$ cat config.mk
export PLATFORM = sky130hd
export DESIGN_NAME = parking_hour_logger_flat
export DESIGN_NICKNAME = d
export VERILOG_FILES = /design/src/rtl/parking_hour_logger_if.sv /design/src/rtl/parking_hour_logger.sv /design/src/flat_wrapper.sv
export SDC_FILE = /design/constraint.sdc
export NUM_CORES = 1
export LEC_CHECK = 0
export ABC_AREA = 0
export BUFFER_PORTS_ARGS = -buffer_cell sky130_fd_sc_hd__clkbuf_2
export CAP_MARGIN = 25
export CORE_ASPECT_RATIO = 2
export CORE_MARGIN = 2
export CORE_UTILIZATION = 57
export DETAILED_ROUTE_END_ITERATION = 10
export GPL_TIMING_DRIVEN = 0
export PLACE_DENSITY_LB_ADDON = 0.1
export RECOVER_POWER = 50
export SLEW_MARGIN = 20
export SYNTH_ARGS = -nofsm -noshare
export SYNTH_HDL_FRONTEND = slang
export SYNTH_SLANG_ARGS = --single-unit
$ cat constraint.sdc
create_clock -name clk -period 2.9 [get_ports clk]
set_clock_uncertainty 0.2 [all_clocks]
set_input_delay 0.145 -clock clk [delete_from_list [all_inputs] [get_ports clk]]
set_output_delay 0.145 -clock clk [all_outputs]
set_load 0.01 [all_outputs]
$ cat src/rtl/parking_hour_logger_if.sv
// rtl/parking_hour_logger_if.sv - gate, hour and readback signals of the parking hour logger
interface parking_hour_logger_if #(
    parameter int CAPACITY = 3,
    parameter int CNT_W    = 4
) ();
    localparam int OCC_W = $clog2(CAPACITY + 1);

    logic [2:0]       hour;
    logic             hour_tick;
    logic             arrive;
    logic             depart;
    logic [2:0]       rd_addr;
    logic [OCC_W-1:0] occupancy;
    logic             full;
    logic [CNT_W-1:0] rd_data;
    logic [2:0]       rush_start;
    logic [2:0]       rush_end;
    logic             rush_valid;
    logic             day_done;

    modport master (
        output hour, hour_tick, arrive, depart, rd_addr,
        input  occupancy, full, rd_data, rush_start, rush_end, rush_valid, day_done
    );

    modport slave (
        input  hour, hour_tick, arrive, depart, rd_addr,
        output occupancy, full, rd_data, rush_start, rush_end, rush_valid, day_done
    );
endinterface

$ cat src/rtl/parking_hour_logger.sv
// rtl/parking_hour_logger.sv - lot occupancy tracker, per-hour arrival log and rush-hour detector
module parking_hour_logger #(
    parameter int CAPACITY = 3,
    parameter int CNT_W    = 4
) (
    input logic                 clk,
    input logic                 reset,
    parking_hour_logger_if.slave bus
);
    localparam int OCC_W = $clog2(CAPACITY + 1);
    localparam logic [OCC_W-1:0] CAP     = OCC_W'(CAPACITY);
    localparam logic [CNT_W-1:0] ACC_MAX = '1;

    typedef enum logic [1:0] {WAIT_FULL, IN_RUSH, DONE} rush_state_t;

    logic [OCC_W-1:0] occ_q, occ_d;
    logic             full_q, full_d;
    logic [CNT_W-1:0] hr_acc_q, hr_acc_d;
    logic [CNT_W-1:0] acc_plus;
    logic [CNT_W-1:0] log_q [8];
    logic [CNT_W-1:0] log_d [8];
    logic [CNT_W-1:0] rd_data_q, rd_data_d;
    logic             day_done_q, day_done_d;
    logic             arr_ok;

    rush_state_t      state_q;
    logic [2:0]       rush_start_q;
    logic [2:0]       rush_end_q;
    logic             rush_valid_q;

    always_comb begin
        // A paired arrive+depart is counted even when full; a lone arrive only if a spot is free.
        arr_ok = bus.arrive && (bus.depart || occ_q != CAP);

        occ_d = occ_q;
        if (bus.arrive && !bus.depart && occ_q != CAP)
            occ_d = occ_q + 1'b1;
        else if (bus.depart && !bus.arrive && occ_q != '0)
            occ_d = occ_q - 1'b1;
        full_d = (occ_d == CAP);

        acc_plus = (arr_ok && hr_acc_q != ACC_MAX) ? hr_acc_q + 1'b1 : hr_acc_q;

        hr_acc_d   = hr_acc_q;
        log_d      = log_q;
        day_done_d = day_done_q;
        if (!day_done_q) begin
            if (bus.hour_tick) begin
                log_d[bus.hour] = acc_plus;
                hr_acc_d        = '0;
                if (bus.hour == 3'd7)
                    day_done_d = 1'b1;
            end else begin
                hr_acc_d = acc_plus;
            end
        end

        rd_data_d = log_q[bus.rd_addr];
    end

    always_ff @(posedge clk) begin
        if (reset) begin
            occ_q      <= '0;
            full_q     <= 1'b0;
            hr_acc_q   <= '0;
            rd_data_q  <= '0;
            day_done_q <= 1'b0;
            for (int i = 0; i < 8; i++)
                log_q[i] <= '0;
        end else begin
            occ_q      <= occ_d;
            full_q     <= full_d;
            hr_acc_q   <= hr_acc_d;
            rd_data_q  <= rd_data_d;
            day_done_q <= day_done_d;
            for (int i = 0; i < 8; i++)
                log_q[i] <= log_d[i];
        end
    end

    // Transitions look at next-state occupancy so the hour of the triggering pulse is captured.
    always_ff @(posedge clk) begin
        if (reset) begin
            state_q      <= WAIT_FULL;
            rush_start_q <= '0;
            rush_end_q   <= '0;
            rush_valid_q <= 1'b0;
        end else if (!day_done_q) begin
            case (state_q)
                WAIT_FULL: begin
                    if (occ_d == CAP) begin
                        state_q      <= IN_RUSH;
                        rush_start_q <= bus.hour;
                    end
                end
                IN_RUSH: begin
                    if (occ_d == '0) begin
                        state_q      <= DONE;
                        rush_end_q   <= bus.hour;
                        rush_valid_q <= 1'b1;
                    end
                end
                DONE:    state_q <= DONE;
                default: state_q <= WAIT_FULL;
            endcase
        end
    end

    assign bus.occupancy  = occ_q;
    assign bus.full       = full_q;
    assign bus.rd_data    = rd_data_q;
    assign bus.rush_start = rush_start_q;
    assign bus.rush_end   = rush_end_q;
    assign bus.rush_valid = rush_valid_q;
    assign bus.day_done   = day_done_q;
endmodule

$ cat src/flat_wrapper.sv
// flat-port wrapper written by rule: the top's interface ports become plain ports
module parking_hour_logger_flat 
#(
    parameter int CAPACITY = 3,
    parameter int CNT_W    = 4
)
  (clk, reset, bus_hour, bus_hour_tick, bus_arrive, bus_depart, bus_rd_addr, bus_occupancy, bus_full, bus_rd_data, bus_rush_start, bus_rush_end, bus_rush_valid, bus_day_done);
  parking_hour_logger_if #(.CAPACITY(CAPACITY), .CNT_W(CNT_W)) bus_i ();
  input logic clk;
  input logic reset;
  input wire logic [$bits(bus_i.hour)-1:0] bus_hour;
  input wire logic [$bits(bus_i.hour_tick)-1:0] bus_hour_tick;
  input wire logic [$bits(bus_i.arrive)-1:0] bus_arrive;
  input wire logic [$bits(bus_i.depart)-1:0] bus_depart;
  input wire logic [$bits(bus_i.rd_addr)-1:0] bus_rd_addr;
  output wire logic [$bits(bus_i.occupancy)-1:0] bus_occupancy;
  output wire logic [$bits(bus_i.full)-1:0] bus_full;
  output wire logic [$bits(bus_i.rd_data)-1:0] bus_rd_data;
  output wire logic [$bits(bus_i.rush_start)-1:0] bus_rush_start;
  output wire logic [$bits(bus_i.rush_end)-1:0] bus_rush_end;
  output wire logic [$bits(bus_i.rush_valid)-1:0] bus_rush_valid;
  output wire logic [$bits(bus_i.day_done)-1:0] bus_day_done;
  assign bus_i.hour = bus_hour;
  assign bus_i.hour_tick = bus_hour_tick;
  assign bus_i.arrive = bus_arrive;
  assign bus_i.depart = bus_depart;
  assign bus_i.rd_addr = bus_rd_addr;
  assign bus_occupancy = bus_i.occupancy;
  assign bus_full = bus_i.full;
  assign bus_rd_data = bus_i.rd_data;
  assign bus_rush_start = bus_i.rush_start;
  assign bus_rush_end = bus_i.rush_end;
  assign bus_rush_valid = bus_i.rush_valid;
  assign bus_day_done = bus_i.day_done;
  parking_hour_logger #(.CAPACITY(CAPACITY), .CNT_W(CNT_W)) u_core (.clk(clk), .reset(reset), .bus(bus_i));
endmodule
Yosys cells after proc, flatten, opt, wreduce, memory -nomap -nowiden
Cells that the tools add are included.

operators by class
  add/subtract/negate cells = 3
  multiply operators = 0
  div/mod/pow operators = 0
  magnitude comparators = 3
  eq/ne operators = 8
  shift-type cells = 0
  multiplexer cells = 16
  bitwise logic cells = 3
  reductions and logical operators = 17

operators by type and width
  cell                                                      count
  bitwise mux 32 bit                                        1
  2-to-1 mux 4 bit                                          5
  binary-select mux 4 bit (select 3 bit)                    1
  demux 4 bit (select 3 bit)                                1
  AND reduction 3 bit                                       3
  greater-or-equal comparator 4 bit, second input constant  2
  2-to-1 mux 2 bit                                          4
  NOT 3 -> 4 bit                                            2
  logical AND 1 bit                                         7
  one-hot mux 2 bit (3 select lines)                        1
  adder 4 x 1 -> 4 bit, second input constant               1
  == test 2 bit, second input constant                      2
  logical NOT 2 bit                                         2
  < comparator 4 x 1 -> 1 bit, second input constant        1
  != test 2 x 1 -> 1 bit, second input constant             2
  != test 4 bit, second input constant                      1
  == test 3 bit, second input constant                      1
  2-to-1 mux 1 bit                                          3
  adder 2 x 1 -> 2 bit, second input constant               1
  == test 2 x 1 -> 1 bit, second input constant             1
  logical NOT 1 bit                                         2
  != test 2 bit, second input constant                      1
  AND reduction 2 bit                                       1
  nonzero test 2 bit                                        1
  3 further kinds                                           3

storage, ports and cells
  register bits after elaboration = 53
  bits in latches = 0
  memory bits (writable) = 0
  memory bits (read-only) = 0
  bits of input ports = 11
  output and inout port bits = 15
  memories = 0

Longest topological paths before layout
  depth in word-level cells = 8
  gate-level depth with buffers = 7
  mapped depth without buffers = 7

Worst setup path after synthesis
Ideal clock, no wire load.

  kind = register -> register
  start = reg u_core.occ_q[0], in the netlist u_core.bus.occupancy[0]
  end = reg u_core.rush_start_q[0], in the netlist u_core.bus.rush_start[0]
  setup time = 0.132 ns
  data arrival time = 2.016 ns
  required time = 2.568 ns
  slack = 0.552 ns
  stages on the path, launching flop included = 8
  buffers on the path = 0
  path through = dfxtp_1 -> inv_1 -> ha_1 -> or4b_1 -> o2111a_2 -> or4_4 -> o21ai_1 -> a21oi_1

on the way
  longest elaborated chain between the ends = 6
  elaborated cells between the ends (all ways) = 10

ends and longest elaborated chain
  element                                                                            RTL line                   source
  from (decl)                                                                        parking_hour_logger.sv:16  logic [OCC_W-1:0] occ_q, occ_d;
  from (signal assigned)                                                             parking_hour_logger.sv:63  occ_q <= '0;
  from (signal assigned)                                                             parking_hour_logger.sv:71  occ_q <= occ_d;
  parallel branches: the longest is 3 deep, another holds subtractor 2 x 1 -> 2 bit  --
  2-to-1 mux 2 bit (*)                                                               parking_hour_logger.sv:36  if (bus.arrive && !bus.depart && occ_q != CAP)
  == test 2 bit (*)                                                                  parking_hour_logger.sv:91  if (occ_d == CAP) begin
  AND reduction 3 bit (no line) (*)                                                  --
  to (signal assigned)                                                               parking_hour_logger.sv:93  rush_start_q <= bus.hour;
  to (decl)                                                                          parking_hour_logger.sv:27  logic [2:0] rush_start_q;

Mark *: on every way between the ends.
A chain may end at the register's enable or synchronous reset.

Worst setup path after layout
Same ends and word-level chain as after synthesis.

==> impl_metrics.tcl <==
set metrics [dict create \
    drive_gt1_share_pct 8.42 \
    row_count 33 \
    place_inst 316 \
    powerDensity_nw_per_um2 546 \
    grt_usage_pct 25.3 \
    cp-start-kind "flop" \
    nFillCells 388 \
    p_leak_uw 0.000867 \
    area_growth_pct 9.62 \
    critPathRequiredTime_ns 2.88 \
    grt_antenna_before_repair 0 \
    die_area_um2 4740 \
    grt_max_degree 17 \
    grt_util_met1_pct 27.7 \
    cts.sinks 53 \
    syn_area_um2 2380 \
    cpPeakStageDelay_ns 0.51 \
    hpwl_mm 3.94 \
    layout_worst_path_cycle_share_pct 87.4 \
    syn-num-nets 264 \
    insertion_delay_ns 0.30 \
    start_util_pct 58.8 \
    cts.clk_slew.worst_paths_ns 0.10 \
    ff2ff_path_depth 7 \
    numPortBuffers 16 \
    worstPathMaxFanout 7 \
    drv_slew 0 \
    ir_drop_mv 0.487 \
    cts-htree-levels 2 \
    first_pass_iters 4 \
    hold_violations 0 \
    antenna-diode-count 0 \
    ant_nets 0 \
    place_congestion 0.791 \
    setup_tns_ns 0 \
    r2r-start "u_core.bus.occupancy[0]" \
    initialDrtViolationCount 44 \
    synth_edf_count 0 \
    cp.arrival_ns 2.52 \
    ys_seq_area_share_pct 44.6 \
    syn_area_per_cell_um2 9.60 \
    synth_most_common_cell "dfxtp_1" \
    vias_per_cell 5.79 \
    setup_viol 0 \
    yosysTopAreaCell "dfxtp_1" \
    max_freq_mhz 394 \
    die_x_um 49.7 \
    timing.rr.end "u_core.bus.rush_start[0]" \
    path_cells "inv_1 > ha_1 > or4b_1 > o2111a_1 > or4_4 > o21ai_1 > a21oi_1" \
    finalNonFillerCells 325 \
    ys_seq_elements 53 \
    async_flop_share_pct 0 \
    grt_busiest_layer "met2" \
    outcome "complete, no violations" \
    grt_pass1_vias 1861 \
    finalInstanceArea_um2 2610 \
    tightest_slew_ns 0.937 \
    drc 0 \
    rsz0062_at_grt "no" \
    cts_root_buf "clkbuf_8" \
    fin_nets 288 \
    hold_class "primary input to flop" \
    wl_per_cell_um 16.5 \
    wirelength_mm 5.35 \
    core_area_um2 4050 \
    synth_top_cell_area_share_pct 44.6 \
    yosysUniqueCellTypes 40 \
    grt_use_met2_pct 47.0 \
    synth_flop_cell "dfxtp_1" \
    tritoncts "yes" \
    cp.depth 7 \
    die_h_um 95.4 \
    grt_pass1_wl_mm 8.93 \
    clockBufferDepth 2 \
    setup.worst_path.end_class "flop" \
    slowest_stage "or4b_1" \
    critical-path-top-delay-family "simple AND/OR/NAND/NOR gates" \
    yosysWarnings 0 \
    criticalPathCategory "flop to flop" \
    grt-ovfl-total 0 \
    maxCapViolCount 0 \
    ctsResizeCount 0 \
    placed_cell_area_um2 2530 \
    synth_commonest_cells "53 x dfxtp_1, 49 x nor2_1, 33 x a211oi_1, 13 x clkbuf_1" \
    slew_headroom_pct 37.0 \
    crit_buf_inv 1 \
    cp-endpoint "u_core.bus.rush_start[0]" \
    met3_usage_pct 3.45 \
    numCtsBuffers 5 \
    netlist_instances 248 \
    cp-startpoint "u_core.bus.occupancy[0]" \
    route.vias.total 1882 \
    r2r_setup_slack_ns 0.36 \
    finalCriticalPeriod_ns 2.54 \
    io_pins 26 \
    synthTopCellsByArea "dfxtp_1 45%, a211oi_1 10%, nor2_1 7.7%" \
]
-- how the worst min path moves through the flow --
stage | from | cells past startpoint | end | slack [ns]
after detailed placement | u_core.bus.rush_valid | 2 | u_core.bus.rush_valid | 0.27
after global routing | bus_rd_addr[2] | 3 | u_core.bus.rd_data[0] | 0.05
final | bus_rd_addr[2] | 3 | u_core.bus.rd_data[3] | 0.04
after CTS | bus_rd_addr[2] | 3 | u_core.bus.rd_data[0] | 0.05
after floorplan | bus_hour[0] | 2 | u_core.bus.rush_end[0] | 0.09
after global placement | u_core.bus.rush_valid | 2 | u_core.bus.rush_valid | 0.26
-- layout by cell type (no fill, tap or decap), types with 5 or more instances in the layout --
master | netlist | layout
nand3_1 | 6 | 6
nor2b_1 | 5 | 5
dfxtp_1 | 53 | 53
mux4_2 | 8 | 8
mux2i_1 | 9 | 9
a211oi_1 | 33 | 33
nor2_1 | 49 | 49
ha_1 | 5 | 5
a21oi_1 | 9 | 9
clkbuf_8 | 0 | 5
nor3_1 | 6 | 6
nand2b_1 | 7 | 7
clkbuf_1 | 13 | 29
-- worst register-to-register path, stage by stage, from the launching register on --
cell and delay [ns]:
dfxtp_1 0.45, inv_1 0.07, ha_1 0.23, or4b_1 0.51, o2111a_1 0.24, or4_4 0.49, o21ai_1 0.16, a21oi_1 0.07
-- report_power, final --
part / internal (uW) / total, uW / switching (uW) / leakage, uW
combinational: 90.6 / 228 / 138 / 0.000399
sequential: 760 / 780 / 20.3 / 0.000430
clock: 171 / 416 / 245 / 0.0000374
-- registers in the layout (all words and copies together), names as in the netlist --
register               count
u_core.log_q              32
u_core.bus.rd_data         4
u_core.hr_acc_q            4
u_core.bus.rush_end        3
u_core.bus.rush_start      3
u_core.bus.occupancy       2
u_core.state_q             2
u_core.bus.day_done        1
u_core.bus.full            1
u_core.bus.rush_valid      1
-- stage by stage --
step / util [%] / worst slack (ns) / hold slack [ns] / power, uW
after floorplan: - / 0.552 / 0.0922 / 969
after global placement: 62.4 / 0.451 / 0.256 / 1020
after detailed placement: 62.6 / 0.414 / 0.268 / 1030
after CTS: 65.0 / 0.406 / 0.0460 / 1430
after global routing: 64.5 / 0.195 / 0.0485 / 1490
final: 64.5 / 0.364 / 0.0363 / 1420
-- kinds of logic after synthesis --
group           after synthesis  synth area share [%]
flops                        53                  44.6
xor+xnor                      3                  1.10
fa+ha+maj                     5                  2.63
simple gates                 94                  20.1
mux                          17                  11.4
compound gates               56                  16.8
buf+inv                      20                  3.52
-- routing by layer --
| metal | wire length, um | up-vias |
|---|---|---|
| met5 | 0 | - |
| met4 | 155 | 0 |
| met3 | 85 | 10 |
| met2 | 2990 | 29 |
| met1 | 2120 | 888 |
| li1 | - | 955 |
-- timing repair --
action / CTS / global route
endpoints found under the hold margin: 2 / 0
hold buffers: 1 / 0
setup buffers: 0 / 0
-- area by class of cell --
| cell class | instances | area [um^2] | share of cell area (%) |
|---|---|---|---|
| plain buffers | 16 | 68.8 | 2.64 |
| clock buffers | 6 | 72.6 | 2.78 |
| clock inverters | 2 | 15.0 | 0.575 |
| inverters | 4 | 15.0 | 0.575 |
| multi-input cells | 175 | 1240 | 47.6 |
| flip-flops and latches | 53 | 1060 | 40.7 |
| well taps | 52 | 65.1 | 2.49 |
| repair buffers | 17 | 71.3 | 2.73 |
Note: power is estimated with default switching activity, not from simulation.
